`src/rtl/vec_add_engine.sv`:
```
// vec_add_engine: streams C[i] = A[i] + B[i] over two registered read ports and one delayed write port.
// Define VEC_ADD_SAT_EN to saturate overflowing sums instead of wrapping.
module vec_add_engine #(
  parameter int DATA_WIDTH = 32,
  parameter int ADDR_WIDTH = 32,
  parameter int LEN = 4,
  parameter int A_BASE = 0,
  parameter int B_BASE = 4,
  parameter int C_BASE = 8
) (
  input  logic clk,
  input  logic rst,
  output logic [ADDR_WIDTH-1:0] raddr_0,
  output logic ren_0,
  input  logic [DATA_WIDTH-1:0] rdata_0,
  output logic [ADDR_WIDTH-1:0] raddr_1,
  output logic ren_1,
  input  logic [DATA_WIDTH-1:0] rdata_1,
  output logic [ADDR_WIDTH-1:0] waddr_0,
  output logic [DATA_WIDTH-1:0] wdata_0,
  output logic wen_0,
  output logic valid
);
  typedef enum logic [1:0] {ISSUE, DRAIN, WAIT, DONE} state_t;
  state_t state;
  logic [ADDR_WIDTH-1:0] idx;
  logic [DATA_WIDTH-1:0] sum, wdata_q;
`ifdef VEC_ADD_SAT_EN
  logic [DATA_WIDTH:0] sum_full;
  assign sum_full = {1'b0, rdata_0} + {1'b0, rdata_1};
  assign sum = sum_full[DATA_WIDTH] ? '1 : sum_full[DATA_WIDTH-1:0];
`else
  assign sum = rdata_0 + rdata_1;
`endif
  // read data arrives the cycle after issue, so the sum is formed combinationally in the write cycle
  assign wdata_0 = wen_0 ? sum : wdata_q;
  always_ff @(posedge clk) begin
    if (rst) begin
      state <= ISSUE;
      idx <= '0;
      raddr_0 <= '0;
      raddr_1 <= '0;
      ren_0 <= 1'b0;
      ren_1 <= 1'b0;
      waddr_0 <= '0;
      wen_0 <= 1'b0;
      wdata_q <= '0;
      valid <= 1'b0;
    end else begin
      wdata_q <= wdata_0;
      wen_0 <= ren_0;
      ren_0 <= state == ISSUE;
      ren_1 <= state == ISSUE;
      valid <= state == DONE;
      // idx has already advanced past the element whose data is now returning
      if (ren_0) waddr_0 <= ADDR_WIDTH'(C_BASE) + idx - ADDR_WIDTH'(1);
      if (state == ISSUE) begin
        raddr_0 <= ADDR_WIDTH'(A_BASE) + idx;
        raddr_1 <= ADDR_WIDTH'(B_BASE) + idx;
        idx <= idx + ADDR_WIDTH'(1);
      end
      state <= state == ISSUE ? (idx == ADDR_WIDTH'(LEN - 1) ? DRAIN : ISSUE) :
               state == DRAIN ? WAIT : DONE;
    end
  end
endmodule

```
`config.mk`:
```
export PLATFORM = sky130hd
export DESIGN_NAME = vec_add_engine
export DESIGN_NICKNAME = d
export VERILOG_FILES = /design/src/rtl/vec_add_engine.sv
export SDC_FILE = /design/constraint.sdc
export NUM_CORES = 1
export LEC_CHECK = 0
export ABC_AREA = 0
export CAP_MARGIN = 10
export CORE_ASPECT_RATIO = 1.2
export CORE_MARGIN = 4
export CORE_UTILIZATION = 45
export DETAILED_ROUTE_END_ITERATION = 10
export DONT_BUFFER_PORTS = 1
export GPL_TIMING_DRIVEN = 0
export PLACE_DENSITY_LB_ADDON = 0.15
export SETUP_SLACK_MARGIN = 0.1
export SLEW_MARGIN = 20
export SYNTH_ARGS = -nofsm -noshare
export SYNTH_HDL_FRONTEND = slang
export SYNTH_SLANG_ARGS = --single-unit
```
`constraint.sdc`:
```
create_clock -name clk -period 8.8 [get_ports clk]
set_clock_uncertainty 0.15 [all_clocks]
set_input_delay 1.76 -clock clk [delete_from_list [all_inputs] [get_ports clk]]
set_output_delay 1.76 -clock clk [all_outputs]
set_load 0.03 [all_outputs]
```
==> impl_metrics.toml <==
[run_status]
status = "finished clean"

[worst_setup_path]
start_kind = "input port"
cp_data_required_time_ns = 6.89
cp_max_fo = 4
arrival_ns = 4.66
crit_path_end_kind = "primary output"
r2r_slack_ns = 5.82
critical_path_class = "input port to primary output"

[min_path]
min_path_type = "flip-flop to flip-flop"

[yosys]
synth-warning-count = 0
postSynthAreaPerCell_um2 = 8.115
synth-edff-count = 0
syn_nets = 1169
synth.distinct_cells = 63
netlist_area_um2 = 8651
yosys_most_used_dff = "dfxtp_1"
ys_ff_latch = 163
synthCells = 1066
async_flop_share_pct = 0
seq_area_frac_synth_pct = 37.72

[final_layout]
fillers = 1893
nNetsFinal = 1188
mostFrequentLayoutCell = "dfxtp_1"
syn_to_final_growth_pct = 10.75
final_area_um2 = 9580
final_cell_mix = "163 x dfxtp_1, 149 x nand2_1, 124 x nor2_1, 85 x a21oi_1, 54 x xor2_1"
multiInputGateArea_um2 = 4996
layout.cells.non_filler = 1353
diodes = 0
seqCellArea_um2 = 3263
drive_gt1_share_pct = 7.293

[power_and_ir_drop]
max-vdd-ir-drop_mv = 0.1367
leakagePower_nw = 3.570
power_density_nw_per_um2 = 242.5

[floorplanning]
core-area_um2 = 18860
die_width_um = 134.6
die_area_um2 = 21520
start_util_pct = 45.88
dieHeight_um = 159.9
ios = 198
rows = 55

[routing]
drtAntennaViolNets = 0
drt_iter0_drc = 435
drc_errors = 0
wl_per_cell_um = 19.91
first_pass_iters = 4
vias_per_cell = 5.530
routed_wirelength_mm = 26.94
vias = 7482

[timing]
timing.final.max_slew_violations = 0
rsz0062_at_grt = "false"
hold_violations = 0
tightest_slew_ns = 1.062
fin_crit_sh_pct = 74.65
final.setup.tns_ns = 0
finalSetupViolations = 0
fmax_mhz = 152.2
slew_headroom_pct = 28.58
finalCriticalPeriod_ns = 6.569

[global_routing]
grt.total_usage_pct = 24.74
antenna_found_initial = 0
first_global_vias = 7383
grt_pass1_wl_mm = 41.73
grt_max_degree = 17
overflow = 0

[clock_network]
clock_latency_ns = 0.43
cts_tree = "built"
cts_resized = 0
cts_buffer_depth = 2
holdBufCountCts = 0
cts_setup_buffers = 0
clock_sinks = 163
cts.htree.levels = 4
cts_root_buf = "clkbuf_16"
clk_pin_slew_ns = 0.06
cts_buffers = 17

[run]
max_cap_violations = 0

[place]
placed_cell_area_um2 = 8971
post-place-cells = 1322
port_buffers = 0
post-dp-hpwl_mm = 20.73
gp_congestion = 0.9241
[registers in the layout (all words and copies together), names as in the netlist]
| register | count |
|---|---|
| state | 2 |
| raddr_1 | 30 |
| raddr_0 | 32 |
| waddr_0 | 32 |
| valid | 1 |
| wdata_q | 32 |
| wen_0 | 1 |
| idx | 32 |
| ren_1 | 1 |
[final cells by class]
class,count,area share (%)
Clock buffer,20,4.767
Multi-Input combinational cell,808,52.15
Buffer,77,3.383
Sequential cell,163,34.06
Tap cell,256,3.343
Clock inverter,11,1.593
Inverter,18,0.7052
[power by group]
part	internal [mW]	switching [mW]	leakage [nW]
registers	0.819	0.174	1.33
logic	0.173	0.386	1.96
clock network	0.462	0.310	0.289
[worst max-delay path: stages]
cell	delay, ns
ha_1	0.22
fa_1	0.41
a21o_1	0.21
a211oi_1	0.33
o2111ai_1	0.29
a41oi_1	0.40
o211ai_1	0.22
a21oi_1	0.20
mux2_2	0.38
nand2_1	0.24
[final timing paths]
kind / from / to / cells past startpoint
max: rdata_0[0] / wdata_0[26] / 10
min: wdata_q[23] / wdata_q[23] / 2
max reg2reg: idx[3] / raddr_1[30] / 6
min reg2reg: wdata_q[23] / wdata_q[23] / 2
[synth_stat cells, drive strengths merged, types with 17 or more instances]
cell    count  area (µm²)
a211oi     53       402.9
a21oi      85       425.4
and2       28       175.2
buf        25       128.9
clkbuf     52       195.2
dfxtp     163        3263
ha         36       450.4
inv        18       67.56
mux2       21       236.5
nand2     149       559.3
nand3      24       125.1
nand4      18       112.6
nor2      125       471.7
nor3       17       90.09
o21ai      37       188.9
or3        17       106.4
xnor2      44       385.4
xor2       54       473.0
[stage by stage]
step,power [mW],hold WS (ns),worst slack (ns),utilization [%]
after floorplan,1.412,0.2986,2.690,-
after global routing,2.435,0.3740,1.998,50.81
after CTS,2.338,0.3321,2.194,50.81
final,2.323,0.3259,2.231,50.81
after detailed placement,1.569,0.3221,2.190,47.58
after global placement,1.566,0.3138,2.219,47.58
[metal layers]
metal  GRT usage (%)  part of all wire (%)  wire (µm)  vias to the layer above
met2           44.42                    51      13700                      233
met4           8.657                   2.9        768                        0
met5               0                     0          0                        -
met1           28.40                    39      10640                     3472
met3           6.081                   6.8       1838                       47
li1                -                     -          -                     3730
[kinds of logic after synthesis]
family,share of synthesized area (%)
adder cells (fa/ha/maj),5.438
multiplexers,3.659
buffers and inverters,4.527
AO/OA/AOI/OAI,17.04
XOR/XNOR,9.922
flip-flops,37.72
AND/OR/NAND/NOR,21.70
Power figures use the tool's default switching activity.
